## src/rtl/ncpu32k_sram_arbiter.sv

```systemverilog
// ncpu32k_sram_arbiter
//   Lets the instruction bus (i_*) and the data bus (d_*) of one ncpu32k core
//   share a single command/response SRAM slave (s_*). Only one transaction is
//   in flight at a time. The response is routed back to the master that
//   issued the command.
//
// Ports
//   clk, rst        clock, asynchronous active-high reset
//   i_A*            ibus command channel (AVALID/AREADY/AADDR/AEXC)
//   i_B*            ibus response channel (BVALID/BREADY/BDATA/BEXC)
//   d_A*            dbus command channel (adds ADATA/AWMSK for writes)
//   d_B*            dbus response channel
//   s_A*            slave command channel (driven by the current owner)
//   s_B*            slave response channel (routed to the current owner)
//
// Configuration
//   NCPU_SRAM_ARB_DPRIO_EN  when defined, dbus wins every simultaneous
//                           request. When undefined, simultaneous requests
//                           are granted round-robin.
module ncpu32k_sram_arbiter #(
  parameter int AW = 32,
  parameter int DW = 32,
  parameter int IW = 32
) (
  input  logic            clk,
  input  logic            rst,
  // ibus
  input  logic            i_AVALID,
  output logic            i_AREADY,
  input  logic [AW-1:0]   i_AADDR,
  input  logic [1:0]      i_AEXC,
  output logic            i_BVALID,
  input  logic            i_BREADY,
  output logic [IW-1:0]   i_BDATA,
  output logic [1:0]      i_BEXC,
  // dbus
  input  logic            d_AVALID,
  output logic            d_AREADY,
  input  logic [AW-1:0]   d_AADDR,
  input  logic [DW-1:0]   d_ADATA,
  input  logic [DW/8-1:0] d_AWMSK,
  input  logic [1:0]      d_AEXC,
  output logic            d_BVALID,
  input  logic            d_BREADY,
  output logic [IW-1:0]   d_BDATA,
  output logic [1:0]      d_BEXC,
  // slave
  output logic            s_AVALID,
  input  logic            s_AREADY,
  output logic [AW-1:0]   s_AADDR,
  output logic [DW-1:0]   s_ADATA,
  output logic [DW/8-1:0] s_AWMSK,
  output logic [1:0]      s_AEXC,
  input  logic            s_BVALID,
  output logic            s_BREADY,
  input  logic [IW-1:0]   s_BDATA,
  input  logic [1:0]      s_BEXC
);

  typedef enum logic [2:0] {
    IDLE,
    LOCK_I,
    LOCK_D,
    RESP_I,
    RESP_D
  } state_t;

  state_t state, state_nxt;
  logic   last, last_nxt;   // 1: the most recent grant went to dbus
  logic   grant_i, grant_d; // arbitration result, meaningful in IDLE only
  logic   sel_i, sel_d;     // which master currently owns the command path

  // Arbitration. A lone requester always wins. On a tie the round-robin
  // build favours the master that was not granted last time.
  always_comb begin
`ifdef NCPU_SRAM_ARB_DPRIO_EN
    grant_d = d_AVALID;
`else
    grant_d = d_AVALID & (~i_AVALID | ~last);
`endif
    grant_i = i_AVALID & ~grant_d;
  end

  // A LOCK state pins the command path to its owner until the slave accepts,
  // so a late request from the other master cannot steal a pending command.
  assign sel_i = ((state == IDLE) & grant_i) | (state == LOCK_I);
  assign sel_d = ((state == IDLE) & grant_d) | (state == LOCK_D);

  always_ff @(posedge clk or posedge rst) begin
    if (rst) begin
      state <= IDLE;
      last  <= 1'b0;
    end else begin
      state <= state_nxt;
      last  <= last_nxt;
    end
  end

  always_comb begin
    state_nxt = state;
    last_nxt  = last;
    case (state)
      IDLE: begin
        if (grant_i) begin
          state_nxt = s_AREADY ? RESP_I : LOCK_I;
          last_nxt  = 1'b0;
        end else if (grant_d) begin
          state_nxt = s_AREADY ? RESP_D : LOCK_D;
          last_nxt  = 1'b1;
        end
      end
      LOCK_I:  if (i_AVALID & s_AREADY) state_nxt = RESP_I;
      LOCK_D:  if (d_AVALID & s_AREADY) state_nxt = RESP_D;
      RESP_I:  if (s_BVALID & i_BREADY) state_nxt = IDLE;
      RESP_D:  if (s_BVALID & d_BREADY) state_nxt = IDLE;
      default: state_nxt = IDLE;
    endcase
  end

  // Command and response muxing. Everything is forced to zero while rst is
  // high so the outputs drop in the same instant the reset is asserted,
  // even if a master is still requesting. A slave response outside the
  // RESP states matches no branch and is therefore blocked.
  always_comb begin
    i_AREADY = 1'b0;
    d_AREADY = 1'b0;
    i_BVALID = 1'b0;
    i_BDATA  = '0;
    i_BEXC   = '0;
    d_BVALID = 1'b0;
    d_BDATA  = '0;
    d_BEXC   = '0;
    s_AVALID = 1'b0;
    s_AADDR  = '0;
    s_ADATA  = '0;
    s_AWMSK  = '0;
    s_AEXC   = '0;
    s_BREADY = 1'b0;
    if (!rst) begin
      if (sel_i) begin
        s_AVALID = i_AVALID;
        s_AADDR  = i_AADDR;
        s_AEXC   = i_AEXC;
        i_AREADY = s_AREADY;
      end else if (sel_d) begin
        s_AVALID = d_AVALID;
        s_AADDR  = d_AADDR;
        s_ADATA  = d_ADATA;
        s_AWMSK  = d_AWMSK;
        s_AEXC   = d_AEXC;
        d_AREADY = s_AREADY;
      end
      if (state == RESP_I) begin
        i_BVALID = s_BVALID;
        i_BDATA  = s_BDATA;
        i_BEXC   = s_BEXC;
        s_BREADY = i_BREADY;
      end else if (state == RESP_D) begin
        d_BVALID = s_BVALID;
        d_BDATA  = s_BDATA;
        d_BEXC   = s_BEXC;
        s_BREADY = d_BREADY;
      end
    end
  end

endmodule

```

## config.mk

```make
export PLATFORM = sky130hd
export DESIGN_NAME = ncpu32k_sram_arbiter
export DESIGN_NICKNAME = d
export VERILOG_FILES = /design/src/rtl/ncpu32k_sram_arbiter.sv
export SDC_FILE = /design/constraint.sdc
export NUM_CORES = 1
export LEC_CHECK = 0
export CORE_ASPECT_RATIO = 0.6
export CORE_MARGIN = 10
export CORE_UTILIZATION = 24
export DETAILED_ROUTE_END_ITERATION = 10
export GPL_TIMING_DRIVEN = 0
export PLACE_DENSITY = 0.89
export REMOVE_ABC_BUFFERS = 1
export SETUP_SLACK_MARGIN = 0.5
export SLEW_MARGIN = 10
export SYNTH_ARGS = -nofsm -noshare
export SYNTH_HDL_FRONTEND = slang
export SYNTH_SLANG_ARGS = --single-unit
```

## constraint.sdc

```tcl
create_clock -name clk -period 3.64 [get_ports clk]
set_clock_uncertainty 0.15 [all_clocks]
set_input_delay 1.092 -clock clk [delete_from_list [all_inputs] [get_ports clk]]
set_output_delay 1.092 -clock clk [all_outputs]
set_load 0.005 [all_outputs]
```

==> results of run 1 <==
==> worst max path at each step <==
stage	endpoint	slack [ns]	depth (start not counted)
floorplan	d_AREADY	-1.08	3
global placement	s_ADATA[5]	-2.97	5
detailed placement	s_ADATA[23]	-1.11	5
CTS	s_AADDR[27]	0.15	9
global route	s_AADDR[13]	0.12	9
finish	s_ADATA[30]	0.15	7
==> layer usage <==
metal,vias to the layer above,GRT usage,wire [µm]
li1,1714,-,-
met1,1824,0.253,5820
met2,264,0.501,9150
met3,60,0.0983,1980
met4,0,0.129,794
met5,-,0,0
==> cell families (layout without fill, tap and decap cells) <==
family | Yosys count | count (layout) | share of synthesized area
compound gates | 53 | 58 | 0.257
fa+ha+maj | 1 | 1 | 0.00727
buf+inv | 37 | 343 | 0.119
flops | 4 | 4 | 0.0581
simple gates | 225 | 226 | 0.558
==> registers in the layout, summed over array words and instances (netlist names) <==
register  flops
last          1
state         3
==> cell usage after synthesis, drive strengths merged, types with 2 or more instances <==
| library cell | instances |
|---|---|
| dfrtp | 4 |
| o311ai | 2 |
| a21oi | 3 |
| a21boi | 2 |
| nand2 | 107 |
| nor2 | 74 |
| inv | 2 |
| o32ai | 34 |
| nand2b | 3 |
| a21o | 2 |
| and2 | 37 |
| buf | 19 |
| a211oi | 2 |
| clkbuf | 15 |
| o21ai | 2 |
==> where the power goes <==
| part | total (mW) | switching [mW] | leakage (nW) | internal [mW] |
|---|---|---|---|---|
| clock | 0.174 | 0.0332 | 0.0370 | 0.141 |
| combinational | 1.99 | 0.939 | 2.47 | 1.05 |
| sequential | 0.155 | 0.0891 | 0.0478 | 0.0660 |
| total | 2.31 | 1.06 | 2.55 | 1.25 |
==> critical path, cell delays in order <==
cell and delay, ns:
buf_8 0.10, a21boi_4 0.14, buf_6 0.13, buf_4 0.12, o211a_4 0.26, and2_1 0.17
clkdlybuf4s15_2 0.22
==> stage by stage <==
step	TNS, ns	worst slack, ns	instances
final	0	0.150	719
after global routing	0	0.120	719
after CTS	0	0.148	707
after detailed placement	-125.86	-1.11	666
after global placement	-365.93	-2.97	662
after floorplan	-108.50	-1.08	286
==> final cells by class <==
class	count	area (µm²)
multi-input combinational	285	1870
timing repair inverter	2	17.5
fill	450	1560
clock buffer	3	75.1
sequential	4	101
timing repair buffer	335	3060
inverter	3	23.8
tap	87	109
==> timing repair <==
item                       4_1_cts  5_1_grt
buffers inserted                24       10
setup endpoints to repair      144      102
resized for setup              671       77
cloned                          14        2
pin swaps                       47       29
hold endpoints to repair         0        0
==> impl_results.html, run 1 <==
<table>
<tr><th>Metric</th><th>Value</th></tr>
<tr><th colspan="2">Global routing</th></tr>
<tr><td>GRT overflow</td><td>0</td></tr>
<tr><td>Global-route total usage across every layer</td><td>0.267</td></tr>
<tr><td>Via count of the first global-routing pass</td><td>3851</td></tr>
<tr><td>Pin count of the biggest net entering global routing</td><td>40</td></tr>
<tr><td>Number of antenna violations at the first check in global routing</td><td>0</td></tr>
<tr><td>Wire length of the first global-routing pass</td><td>23400 µm</td></tr>
<tr><th colspan="2">Cells and area</th></tr>
<tr><td>Fraction of layout instances using a drive strength above 1</td><td>0.451</td></tr>
<tr><td>Most frequent standard cell in the layout excluding fill and tap cells</td><td>clkdlybuf4s50_1</td></tr>
<tr><td>Area growth from synthesis to final layout</td><td>206%</td></tr>
<tr><td>Final Net Count</td><td>781</td></tr>
<tr><td>Leading cell types in the layout, fill and taps excluded</td><td>clkdlybuf4s50_1 (131), buf_2 (112), nand2_1 (94)</td></tr>
<tr><td>Utilization of the core after routing</td><td>0.772</td></tr>
<tr><td>Diode count</td><td>0</td></tr>
<tr><td>Final cell area excluding filler cells</td><td>5270 µm²</td></tr>
<tr><th colspan="2">Synthesis</th></tr>
<tr><td>Leading area contributor after synthesis</td><td>nand2_1</td></tr>
<tr><td>Area share of the largest cell type after synthesis</td><td>0.233</td></tr>
<tr><td>Biggest area contributors in the synthesized netlist</td><td>nand2_1 (23%), o32ai_1 (17%), nor2_1 (16%), and2_1 (13%), dfrtp_1 (5.8%)</td></tr>
<tr><td>Count of distinct cell types in the synthesized netlist</td><td>33</td></tr>
<tr><td>Gate count of the mapped netlist</td><td>320</td></tr>
<tr><td>Most used DFF post-synth</td><td>dfrtp_1</td></tr>
<tr><td>Mean cell area of the mapped netlist</td><td>5.38 µm²</td></tr>
<tr><td>FFs w/ async S/R, synth</td><td>1.00</td></tr>
<tr><td>Part of the Yosys area used for sequential elements</td><td>0.0581</td></tr>
<tr><td>Flop and latch count out of synthesis</td><td>4</td></tr>
<tr><td>Number of enable-type register cells in the synthesized netlist</td><td>0</td></tr>
<tr><td>Count of yosys warnings during synthesis</td><td>0</td></tr>
<tr><td>Mapped Area</td><td>1720 µm²</td></tr>
<tr><th colspan="2">Clock network</th></tr>
<tr><td>Root Buffer</td><td>clkbuf_16</td></tr>
<tr><td>Maximum count of clock buffers along a single path</td><td>2</td></tr>
<tr><td>Later-pin clock latency in the skew report</td><td>0.23 ns</td></tr>
<tr><td>Post-cts hold buffer count</td><td>0</td></tr>
<tr><td>Clock slew seen by the registers of the worst setup and hold paths</td><td>0.03 ns</td></tr>
<tr><td>Deepest level of the CTS H-tree</td><td>1</td></tr>
<tr><td>Clock tree from TritonCTS</td><td>yes</td></tr>
<tr><td>Inserted Clock Buffers</td><td>3</td></tr>
<tr><td>Sinks on Clock Net</td><td>4</td></tr>
<tr><th colspan="2">Worst setup path</th></tr>
<tr><td>Crit path from</td><td>d_AVALID</td></tr>
<tr><td>CP Data Required Time</td><td>2.40 ns</td></tr>
<tr><td>Endpoint kind of the worst setup timing path</td><td>output pin</td></tr>
<tr><td>End of the worst register-to-register path</td><td>state[2]$_DFFE_PP0P_</td></tr>
<tr><td>Category of the most critical setup path</td><td>in -&gt; out</td></tr>
<tr><td>Arrival @ worst endpoint</td><td>2.25 ns</td></tr>
<tr><td>R2R depth</td><td>3</td></tr>
<tr><td>Minimum setup slack among reg-to-reg paths</td><td>1.75 ns</td></tr>
<tr><td>Worst Path Max Fanout</td><td>10</td></tr>
<tr><td>Critical register-to-register path startpoint</td><td>state[1]$_DFFE_PP0P_</td></tr>
<tr><td>CP startpoint kind</td><td>input port</td></tr>
<tr><th colspan="2">Detailed routing</th></tr>
<tr><td>Post-DR wirelength/cell</td><td>24.7 µm</td></tr>
<tr><td>Total iterations of the first detailed-routing run</td><td>5</td></tr>
<tr><td>Total routed wirelength</td><td>17700 µm</td></tr>
<tr><td>1st-iter DRT viols</td><td>218</td></tr>
<tr><td>Via Count</td><td>3862</td></tr>
<tr><td>Detail Route Antenna Nets</td><td>0</td></tr>
<tr><td>Average via count per standard cell</td><td>5.37</td></tr>
<tr><td>Number of remaining DRC errors</td><td>0</td></tr>
<tr><th colspan="2">Die</th></tr>
<tr><td>Die height</td><td>85.6 µm</td></tr>
<tr><td>Initial standard-cell utilization of the core</td><td>0.252</td></tr>
<tr><td>Std-Cell Rows</td><td>23</td></tr>
<tr><td>Horizontal extent of the die</td><td>129 µm</td></tr>
<tr><td># IOs</td><td>290</td></tr>
<tr><td>Area of the core</td><td>6820 µm²</td></tr>
<tr><td>Overall die area</td><td>11100 µm²</td></tr>
<tr><th colspan="2">Place</th></tr>
<tr><td>Placed cell areas</td><td>4630 µm²</td></tr>
<tr><td>Port Buffer Count</td><td>289</td></tr>
<tr><td>Final HPWL from detailed placement</td><td>11000 µm</td></tr>
<tr><td>Final RePlAce weighted congestion</td><td>0.828</td></tr>
<tr><th colspan="2">STA</th></tr>
<tr><td>Timing-limited maximum frequency</td><td>0.287 GHz</td></tr>
<tr><td>Normalized max-slew margin</td><td>0.591</td></tr>
<tr><td>Tightest Pin Transition</td><td>0.614 ns</td></tr>
<tr><td>Setup repair after global routing missed its margin</td><td>yes</td></tr>
<tr><td>Final critical-path share of the clock period</td><td>0.959</td></tr>
<tr><td>Clock period minus final worst setup slack</td><td>3.49 ns</td></tr>
<tr><td>Final number of hold-violating endpoints</td><td>0</td></tr>
<tr><td>Final setup fails</td><td>0</td></tr>
<tr><td>Max Transition Viols Final</td><td>0</td></tr>
<tr><td>Worst slack on hold paths</td><td>0.501 ns</td></tr>
<tr><th colspan="2">Worst hold path</th></tr>
<tr><td>Hold Path Stages</td><td>1</td></tr>
<tr><td>Worst min path class</td><td>reg -&gt; reg</td></tr>
<tr><td>Hold path start</td><td>last$_DFFE_PP0P_</td></tr>
<tr><td>Capture endpoint of the worst hold path</td><td>last$_DFFE_PP0P_</td></tr>
<tr><th colspan="2">Pwr</th></tr>
<tr><td>Power per unit of standard cell area</td><td>440 nW/µm²</td></tr>
<tr><td>Worst-case vdd ir drop</td><td>237 µV</td></tr>
<tr><td>Post-layout power</td><td>2.31 mW</td></tr>
<tr><td>Leakage power figure</td><td>2.55 nW</td></tr>
<tr><th colspan="2">Status</th></tr>
<tr><td>Result of the run</td><td>finished clean</td></tr>
<tr><th colspan="2">Flow run</th></tr>
<tr><td>Max-cap violation count</td><td>0</td></tr>
</table>
Note: power is estimated with default switching activity, not from simulation.
==> run 2: changes to the inputs <==
--- a/config.mk
+++ b/config.mk
@@ -7,10 +7,10 @@
 export LEC_CHECK = 0
 export CORE_ASPECT_RATIO = 0.6
 export CORE_MARGIN = 10
-export CORE_UTILIZATION = 24
+export CORE_UTILIZATION = 22
 export DETAILED_ROUTE_END_ITERATION = 10
 export GPL_TIMING_DRIVEN = 0
-export PLACE_DENSITY = 0.89
+export PLACE_DENSITY = 0.83
 export REMOVE_ABC_BUFFERS = 1
 export SETUP_SLACK_MARGIN = 0.5
 export SLEW_MARGIN = 10
==> constraint.sdc (replaced) <==
create_clock -name clk -period 3.97 [get_ports clk]
set_clock_uncertainty 0.15 [all_clocks]
set_input_delay 1.191 -clock clk [delete_from_list [all_inputs] [get_ports clk]]
set_output_delay 1.191 -clock clk [all_outputs]
set_load 0.005 [all_outputs]
==> run 2 against run 1 <==
Effect of this change:
- sequential cell count unchanged
- non-clock buffer count grew 6
- via count is 0.49% higher
- clock-buffer cell count stayed put
- worst setup slack improved by 0.082 ns
- global-route usage decreased by 2.2 points
- routed wire length grew 1.7%
- critical path type unchanged
- critical endpoint is now i_AREADY
- highest routed layer unchanged
==> impl_results.html, run 2 (synthesis gave the netlist of run 1 again) <==
<table>
<tr><th>Metric</th><th>Value</th></tr>
<tr><th colspan="2">Worst setup path</th></tr>
<tr><td>Worst Path Max Fanout</td><td>6 (-4)</td></tr>
<tr><td>CP Data Required Time</td><td>2.63 ns (+0.23 ns)</td></tr>
<tr><td>Critical register-to-register path startpoint</td><td>state[1]$_DFFE_PP0P_</td></tr>
<tr><td>Arrival @ worst endpoint</td><td>2.40 ns (+0.15 ns)</td></tr>
<tr><td>Minimum setup slack among reg-to-reg paths</td><td>2.00 ns (+0.25 ns)</td></tr>
<tr><td>End of the worst register-to-register path</td><td>state[1]$_DFFE_PP0P_</td></tr>
<tr><td>CP startpoint kind</td><td>input port</td></tr>
<tr><td>Category of the most critical setup path</td><td>in -&gt; out</td></tr>
<tr><td>R2R depth</td><td>2 (-1)</td></tr>
<tr><td>Endpoint kind of the worst setup timing path</td><td>output pin</td></tr>
<tr><th colspan="2">Cells and area</th></tr>
<tr><td>Area growth from synthesis to final layout</td><td>219%</td></tr>
<tr><td>Leading cell types in the layout, fill and taps excluded</td><td>clkdlybuf4s50_1 (138), nand2_1 (107), nor2_1 (73)</td></tr>
<tr><td>Combined flip-flop and latch cell area</td><td>101 µm² (unchanged)</td></tr>
<tr><td>Area occupied by multi-input gates</td><td>1860 µm² (-0.87%)</td></tr>
<tr><td>Fraction of layout instances using a drive strength above 1</td><td>0.335 (-0.116)</td></tr>
<tr><td>Largest register by flop count</td><td>state</td></tr>
<tr><td>Most frequent standard cell in the layout excluding fill and tap cells</td><td>clkdlybuf4s50_1</td></tr>
<tr><td>Final Net Count</td><td>790 (+1.2%)</td></tr>
<tr><td>Max FFs per register</td><td>3 (unchanged)</td></tr>
<tr><td>Registers with the highest flip-flop counts</td><td>state: 3 flops, last: 1 flops</td></tr>
<tr><td>Filler Cells Inserted</td><td>514 (+14%)</td></tr>
<tr><td>Final instance count without filler cells</td><td>746 (+3.8%)</td></tr>
<tr><th colspan="2">Detailed routing</th></tr>
<tr><td>Total iterations of the first detailed-routing run</td><td>5 (unchanged)</td></tr>
<tr><td>Via Count</td><td>3881 (+0.49%)</td></tr>
<tr><td>1st-iter DRT viols</td><td>341 (+56%)</td></tr>
<tr><td>Number of remaining DRC errors</td><td>0 (unchanged)</td></tr>
<tr><td>Detail Route Antenna Nets</td><td>0 (unchanged)</td></tr>
<tr><td>Post-DR wirelength/cell</td><td>24.2 µm (-2.0%)</td></tr>
<tr><td>Average via count per standard cell</td><td>5.20 (-3.1%)</td></tr>
<tr><td>Total routed wirelength</td><td>18100 µm (+1.7%)</td></tr>
<tr><th colspan="2">Worst hold path</th></tr>
<tr><td>Capture endpoint of the worst hold path</td><td>last$_DFFE_PP0P_</td></tr>
<tr><td>Hold Path Stages</td><td>1 (unchanged)</td></tr>
<tr><td>Hold path start</td><td>last$_DFFE_PP0P_</td></tr>
<tr><td>Worst min path class</td><td>reg -&gt; reg</td></tr>
<tr><th colspan="2">Pwr</th></tr>
<tr><td>Power per unit of standard cell area</td><td>400 nW/µm² (-9.0%)</td></tr>
<tr><td>Worst-case vdd ir drop</td><td>237 µV (about the same)</td></tr>
<tr><td>Leakage power figure</td><td>2.63 nW (+2.8%)</td></tr>
<tr><td>Post-layout power</td><td>2.20 mW (-5.1%)</td></tr>
<tr><th colspan="2">Global routing</th></tr>
<tr><td>Pin count of the biggest net entering global routing</td><td>40 (unchanged)</td></tr>
<tr><td>Wire length of the first global-routing pass</td><td>23000 µm (-1.6%)</td></tr>
<tr><td>Global-route total usage across every layer</td><td>0.245 (-0.0216)</td></tr>
<tr><td>Number of antenna violations at the first check in global routing</td><td>1 (+1)</td></tr>
<tr><td>Via count of the first global-routing pass</td><td>3735 (-3.0%)</td></tr>
<tr><td>GRT overflow</td><td>0 (unchanged)</td></tr>
<tr><th colspan="2">Clock network</th></tr>
<tr><td>Sinks on Clock Net</td><td>4 (unchanged)</td></tr>
<tr><td>Clock tree from TritonCTS</td><td>yes</td></tr>
<tr><td>Root Buffer</td><td>clkbuf_16</td></tr>
<tr><td>Deepest level of the CTS H-tree</td><td>1 (unchanged)</td></tr>
<tr><td>Clock slew seen by the registers of the worst setup and hold paths</td><td>0.03 ns (about the same)</td></tr>
<tr><td>Maximum count of clock buffers along a single path</td><td>2 (unchanged)</td></tr>
<tr><td>Post-cts hold buffer count</td><td>0 (unchanged)</td></tr>
<tr><td>Later-pin clock latency in the skew report</td><td>0.23 ns (about the same)</td></tr>
<tr><td>Inserted Clock Buffers</td><td>3 (unchanged)</td></tr>
<tr><th colspan="2">STA</th></tr>
<tr><td>Setup TNS after final layout</td><td>0 ns (unchanged)</td></tr>
<tr><td>Final setup fails</td><td>0 (unchanged)</td></tr>
<tr><td>Clock period minus final worst setup slack</td><td>3.74 ns</td></tr>
<tr><td>Worst slack on hold paths</td><td>0.487 ns (-0.0146 ns)</td></tr>
<tr><td>Max Transition Viols Final</td><td>0 (unchanged)</td></tr>
<tr><td>Timing-limited maximum frequency</td><td>0.268 GHz</td></tr>
<tr><td>Final critical-path share of the clock period</td><td>0.942</td></tr>
<tr><td>Tightest Pin Transition</td><td>0.605 ns (-0.00892 ns)</td></tr>
<tr><td>Final number of hold-violating endpoints</td><td>0 (unchanged)</td></tr>
<tr><td>Setup repair after global routing missed its margin</td><td>yes</td></tr>
<tr><td>Normalized max-slew margin</td><td>0.597 (+0.00595)</td></tr>
<tr><th colspan="2">Die</th></tr>
<tr><td>Horizontal extent of the die</td><td>134 µm (+3.8%)</td></tr>
<tr><td># IOs</td><td>290 (unchanged)</td></tr>
<tr><td>Area of the core</td><td>7450 µm² (+9.2%)</td></tr>
<tr><td>Std-Cell Rows</td><td>24 (+4.3%)</td></tr>
<tr><td>Overall die area</td><td>11900 µm² (+7.3%)</td></tr>
<tr><td>Initial standard-cell utilization of the core</td><td>0.231 (-0.0212)</td></tr>
<tr><td>Die height</td><td>88.5 µm (+3.4%)</td></tr>
<tr><th colspan="2">Place</th></tr>
<tr><td>Final RePlAce weighted congestion</td><td>0.826 (-0.29%)</td></tr>
<tr><td>Placed Cells incl. Taps</td><td>682 (+2.4%)</td></tr>
<tr><td>Final HPWL from detailed placement</td><td>10600 µm (-3.5%)</td></tr>
<tr><td>Port Buffer Count</td><td>289 (unchanged)</td></tr>
<tr><th colspan="2">Flow run</th></tr>
<tr><td>Max-cap violation count</td><td>0 (unchanged)</td></tr>
<tr><th colspan="2">Status</th></tr>
<tr><td>Result of the run</td><td>finished clean</td></tr>
</table>
run 2: changes by cell type in the layout (fill, tap and decap cells not counted), moves of 7 or more:
cell and change:
buf_6 +16, dlygate4sd2_1 +39, clkdlybuf4s15_1 +15, nor2_1 +12, nand2_2 -13, and2_1 -8, and2_4 +8, buf_2 -75
clkbuf_2 +12, nor2_2 -12, nand2_1 +13, clkdlybuf4s50_1 +7
run 2: how the worst max path moves through the flow:
| stage | from | to | cells after the start |
|---|---|---|---|
| floorplan | rst | d_AREADY | 3 |
| global placement | rst | s_ADATA[30] | 5 |
| detailed placement | rst | s_AWMSK[2] | 5 |
| CTS | d_AVALID | s_AADDR[8] | 9 |
| global route | i_AVALID | s_AADDR[8] | 9 |
| finish | d_AVALID | i_AREADY | 6 |
run 2: cell type report:
cell class	count	area share
clock buffer	3	0.0137
timing repair inverter	3	0.00478
multi-input combinational	287	0.338
sequential	4	0.0185
inverter	3	0.00433
timing repair buffer	341	0.596
antenna	1	0.000456
tap	104	0.0237
run 2: power breakdown:
part	leakage [nW]	internal, mW	switching, mW
registers	0.0478	0.0604	0.0848
clock network	0.0370	0.129	0.0321
logic	2.54	0.997	0.893
run 2: metal layers:
metal | GRT usage | part of all wire | up-vias | routed length (µm)
met5 | 0 | 0 | - | 0
met4 | 0.0698 | 0.033 | 0 | 588
met3 | 0.0758 | 0.090 | 52 | 1620
met2 | 0.472 | 0.51 | 270 | 9140
met1 | 0.255 | 0.37 | 1818 | 6700
li1 | - | - | 1741 | -
run 2: timing repair:
action	in CTS	in global routing
setup buffers	34	9
resized for setup	460	108
endpoints found under the setup margin	144	102
pin swaps	27	19
cloned	15	2
run 2: critical path, stage by stage:
cell	delay (ns)
buf_8	0.10
buf_4	0.13
nand2b_4	0.07
a21oi_4	0.11
nor4b_2	0.48
dlygate4sd2_1	0.31
run 2: through the flow:
step                 util  setup WS (ns)  area (µm²)
finish              0.737          0.232        5490
global route        0.737          0.193        5490
CTS                 0.703          0.257        5230
detailed placement  0.621          -1.03        4630
global placement    0.611          -2.86        4550
floorplan               -         -0.950        1530
==> run 3: changes to the inputs <==
--- a/config.mk
+++ b/config.mk
@@ -12,7 +12,7 @@
 export GPL_TIMING_DRIVEN = 0
 export PLACE_DENSITY = 0.83
 export REMOVE_ABC_BUFFERS = 1
-export SETUP_SLACK_MARGIN = 0.5
+export SETUP_SLACK_MARGIN = 0.15
 export SLEW_MARGIN = 10
 export SYNTH_ARGS = -nofsm -noshare
 export SYNTH_HDL_FRONTEND = slang
==> run 3 against run 2 <==
Effect of this change:
- routed wire length is 19% lower
- clock power is essentially flat
- highest routed layer unchanged
- total power decreased by 24%
- combinational power is 27% lower
- die area did not move
- worst setup slack got worse by 0.19 ns
- final cell count is 4.2% lower
- clock-buffer cell count did not move
- utilization decreased by 5.7 points
- critical endpoint is now s_ADATA[1]
==> impl_results.html, run 3 (synthesis gave the netlist of run 1 again) <==
<table>
<tr><th>Metric</th><th>Value</th></tr>
<tr><th colspan="2">Cells and area</th></tr>
<tr><td>Diode count</td><td>0 (-1)</td></tr>
<tr><td>Filler Cells Inserted</td><td>589 (+15%)</td></tr>
<tr><td>Largest register by flop count</td><td>state</td></tr>
<tr><td>Final instance count without filler cells</td><td>715 (-4.2%)</td></tr>
<tr><td>Utilization of the core after routing</td><td>0.680 (-0.0573)</td></tr>
<tr><td>Area growth from synthesis to final layout</td><td>194%</td></tr>
<tr><td>Most frequent standard cell in the layout excluding fill and tap cells</td><td>clkdlybuf4s50_1</td></tr>
<tr><td>Max FFs per register</td><td>3 (unchanged)</td></tr>
<tr><td>Registers with the highest flip-flop counts</td><td>state: 3 flops, last: 1 flops</td></tr>
<tr><td>Final cell area excluding filler cells</td><td>5060 µm² (-7.8%)</td></tr>
<tr><td>Final Net Count</td><td>760 (-3.8%)</td></tr>
<tr><td>Leading cell types in the layout, fill and taps excluded</td><td>clkdlybuf4s50_1 (230), nand2_1 (107), nor2_1 (73)</td></tr>
<tr><td>Fraction of layout instances using a drive strength above 1</td><td>0.0786 (-0.257)</td></tr>
<tr><th colspan="2">Worst hold path</th></tr>
<tr><td>Worst min path class</td><td>reg -&gt; reg</td></tr>
<tr><th colspan="2">STA</th></tr>
<tr><td>Timing-limited maximum frequency</td><td>0.254 GHz (-4.9%)</td></tr>
<tr><td>Normalized max-slew margin</td><td>0.482 (-0.115)</td></tr>
<tr><td>Worst slack on hold paths</td><td>0.481 ns (-0.00514 ns)</td></tr>
<tr><td>Max Transition Viols Final</td><td>0 (unchanged)</td></tr>
<tr><td>Final Worst Setup Slack</td><td>0.0377 ns (-0.194 ns)</td></tr>
<tr><td>Final critical-path share of the clock period</td><td>0.991 (+0.0490)</td></tr>
<tr><td>Clock period minus final worst setup slack</td><td>3.93 ns (+0.194 ns)</td></tr>
<tr><td>Final setup fails</td><td>0 (unchanged)</td></tr>
<tr><td>Setup TNS after final layout</td><td>0 ns (unchanged)</td></tr>
<tr><td>Final number of hold-violating endpoints</td><td>0 (unchanged)</td></tr>
<tr><td>Setup repair after global routing missed its margin</td><td>yes</td></tr>
<tr><td>Tightest Pin Transition</td><td>0.777 ns (+0.172 ns)</td></tr>
<tr><th colspan="2">Clock network</th></tr>
<tr><td>Inserted Clock Buffers</td><td>3 (unchanged)</td></tr>
<tr><td>Clock slew seen by the registers of the worst setup and hold paths</td><td>0.03 ns (about the same)</td></tr>
<tr><td>Later-pin clock latency in the skew report</td><td>0.23 ns (about the same)</td></tr>
<tr><td>Maximum count of clock buffers along a single path</td><td>2 (unchanged)</td></tr>
<tr><td>Clock tree from TritonCTS</td><td>yes</td></tr>
<tr><td>Sinks on Clock Net</td><td>4 (unchanged)</td></tr>
<tr><td>Deepest level of the CTS H-tree</td><td>1 (unchanged)</td></tr>
<tr><td>Root Buffer</td><td>clkbuf_16</td></tr>
<tr><th colspan="2">Pwr</th></tr>
<tr><td>Clock network power share</td><td>0.095 (+0.022)</td></tr>
<tr><td>Post-layout power</td><td>1.66 mW (-24%)</td></tr>
<tr><td>Leakage power figure</td><td>2.30 nW (-12%)</td></tr>
<tr><td>Cell-internal power</td><td>0.912 mW (-23%)</td></tr>
<tr><td>Net load switching power</td><td>0.750 mW (-26%)</td></tr>
<tr><td>Power share of the combinational group</td><td>0.830 (-0.031)</td></tr>
<tr><td>Power per unit of standard cell area</td><td>328 nW/µm² (-18%)</td></tr>
<tr><td>Worst-case vdd ir drop</td><td>214 µV (-9.7%)</td></tr>
<tr><td>Switching share of total power</td><td>0.451 (-0.00833)</td></tr>
<tr><td>Sequential fraction of design power</td><td>0.075 (+0.009)</td></tr>
<tr><th colspan="2">Worst setup path</th></tr>
<tr><td>CP max stage delay</td><td>0.52 ns (+0.04 ns)</td></tr>
<tr><td>Endpoint kind of the worst setup timing path</td><td>output pin</td></tr>
<tr><td>Cell with the largest stage delay on the worst path</td><td>clkdlybuf4s50_1</td></tr>
<tr><td>Critical Path, Cell by Cell</td><td>buf_4 -&gt; a21boi_4 -&gt; buf_6 -&gt; o211a_4 -&gt; and2_1 -&gt; clkdlybuf4s50_1</td></tr>
<tr><td>CP startpoint kind</td><td>input port</td></tr>
<tr><td>Arrival @ worst endpoint</td><td>2.59 ns (+0.19 ns)</td></tr>
<tr><td>Gate family responsible for the most delay along the worst path</td><td>buffers and inverters</td></tr>
<tr><td>Number of buffer and inverter instances along the worst setup path</td><td>3 (unchanged)</td></tr>
<tr><td>Category of the most critical setup path</td><td>in -&gt; out</td></tr>
<tr><td>Worst Path Max Fanout</td><td>9 (+3)</td></tr>
<tr><td>CP Data Required Time</td><td>2.63 ns (about the same)</td></tr>
<tr><th colspan="2">Die</th></tr>
<tr><td>Area of the core</td><td>7450 µm² (unchanged)</td></tr>
<tr><td>Horizontal extent of the die</td><td>134 µm (unchanged)</td></tr>
<tr><td>Initial standard-cell utilization of the core</td><td>0.231 (unchanged)</td></tr>
<tr><td># IOs</td><td>290 (unchanged)</td></tr>
<tr><td>Die height</td><td>88.5 µm (unchanged)</td></tr>
<tr><td>Overall die area</td><td>11900 µm² (unchanged)</td></tr>
<tr><td>Std-Cell Rows</td><td>24 (unchanged)</td></tr>
<tr><th colspan="2">Global routing</th></tr>
<tr><td>Pin count of the biggest net entering global routing</td><td>40 (unchanged)</td></tr>
<tr><td>Met3 capacity usage during global routing</td><td>0.0628 (-0.0130)</td></tr>
<tr><td>Global Route met1 Usage</td><td>0.227 (-0.0282)</td></tr>
<tr><td>GRT overflow</td><td>0 (unchanged)</td></tr>
<tr><td>Global-route total usage across every layer</td><td>0.210 (-0.0355)</td></tr>
<tr><td>Wire length of the first global-routing pass</td><td>20200 µm (-13%)</td></tr>
<tr><td>Met2 Use GR</td><td>0.398 (-0.0740)</td></tr>
<tr><td>Number of antenna violations at the first check in global routing</td><td>0 (-1)</td></tr>
<tr><td>Most Used Layer, Global Route</td><td>met2</td></tr>
<tr><td>Via count of the first global-routing pass</td><td>3376 (-9.6%)</td></tr>
<tr><th colspan="2">Detailed routing</th></tr>
<tr><td>1st-iter DRT viols</td><td>192 (-44%)</td></tr>
<tr><td>Post-DR wirelength/cell</td><td>20.3 µm (-16%)</td></tr>
<tr><td>Via Count</td><td>3452 (-11%)</td></tr>
<tr><td>Total routed wirelength</td><td>14500 µm (-19%)</td></tr>
<tr><td>Number of remaining DRC errors</td><td>0 (unchanged)</td></tr>
<tr><td>Average via count per standard cell</td><td>4.83 (-7.2%)</td></tr>
<tr><td>Detail Route Antenna Nets</td><td>0 (unchanged)</td></tr>
<tr><td>Total iterations of the first detailed-routing run</td><td>4 (-1)</td></tr>
<tr><th colspan="2">Place</th></tr>
<tr><td>Port Buffer Count</td><td>289 (unchanged)</td></tr>
<tr><td>Placed cell areas</td><td>4630 µm² (unchanged)</td></tr>
<tr><td>Post-placement setup slack</td><td>-1.03 ns (unchanged)</td></tr>
<tr><td>Placed Cells incl. Taps</td><td>682 (unchanged)</td></tr>
<tr><td>Final HPWL from detailed placement</td><td>10600 µm (unchanged)</td></tr>
<tr><td>Final RePlAce weighted congestion</td><td>0.826 (unchanged)</td></tr>
<tr><th colspan="2">Flow run</th></tr>
<tr><td>Max-cap violation count</td><td>0 (unchanged)</td></tr>
<tr><th colspan="2">Status</th></tr>
<tr><td>Result of the run</td><td>finished clean</td></tr>
</table>
## run 3: cell count changes in the layout (fill, tap and decap cells not counted), sizes merged, moves of 3 or more
| cell | previous run | this run |
|---|---|---|
| dlymetal6s2s | 3 | 12 |
| clkdlybuf4s15 | 16 | 0 |
| buf | 124 | 27 |
| clkbuf | 17 | 5 |
| clkdlybuf4s50 | 138 | 230 |
| o211a | 8 | 5 |
## run 3: layer usage
| metal | wire length, µm | up-vias |
|---|---|---|
| met5 | 0 | - |
| met4 | 257 | 0 |
| met3 | 1190 | 20 |
| met2 | 7440 | 177 |
| met1 | 5640 | 1583 |
| li1 | - | 1672 |
## run 3: worst register-to-register path, cell delays in order, from the launching register on
cell	delay, ns
dfrtp_1	0.83
or2_2	0.75
o311ai_0	0.28
## run 3: power groups by stage
stage          logic [mW]  clock network (mW)  registers, mW
2_1_floorplan       0.484                   0         0.0857
3_3_place_gp         1.21                   0         0.0921
3_5_place_dp         1.26                   0         0.0993
4_1_cts              1.35               0.161          0.116
5_1_grt              1.48               0.165          0.126
6_report             1.38               0.158          0.124
## run 3: what timing repair did
action                     CTS  global route
pin swaps                    4             0
setup endpoints to repair  144            54
resized for setup           77            14
cloned                       7             3
setup buffers               11             9
hold buffers                 0             0
## run 3: final timing paths
kind / end / from / cells past startpoint / slack [ns]
max in group asynchronous: state[1]$_DFFE_PP0P_ / rst / 2 / 2.65
min in group asynchronous: state[0]$_DFFE_PP0P_ / rst / 2 / 0.83
setup reg to reg: state[0]$_DFFE_PP0P_ / state[1]$_DFFE_PP0P_ / 2 / 1.78
hold / removal: last$_DFFE_PP0P_ / last$_DFFE_PP0P_ / 1 / 0.48
setup / recovery: s_ADATA[1] / i_AVALID / 6 / 0.04
hold reg to reg: last$_DFFE_PP0P_ / last$_DFFE_PP0P_ / 1 / 0.48
## run 3: final cells by class
cell class / count / area, µm² / area share
Timing Repair Buffer: 315 / 3170 / 0.625
Multi-Input combinational cell: 284 / 1550 / 0.306
Tap cell: 104 / 130 / 0.0257
Sequential cell: 4 / 100 / 0.0198
Clock buffer: 3 / 75.1 / 0.0148
Inverter: 3 / 23.8 / 0.00469
Timing Repair inverter: 2 / 17.5 / 0.00346
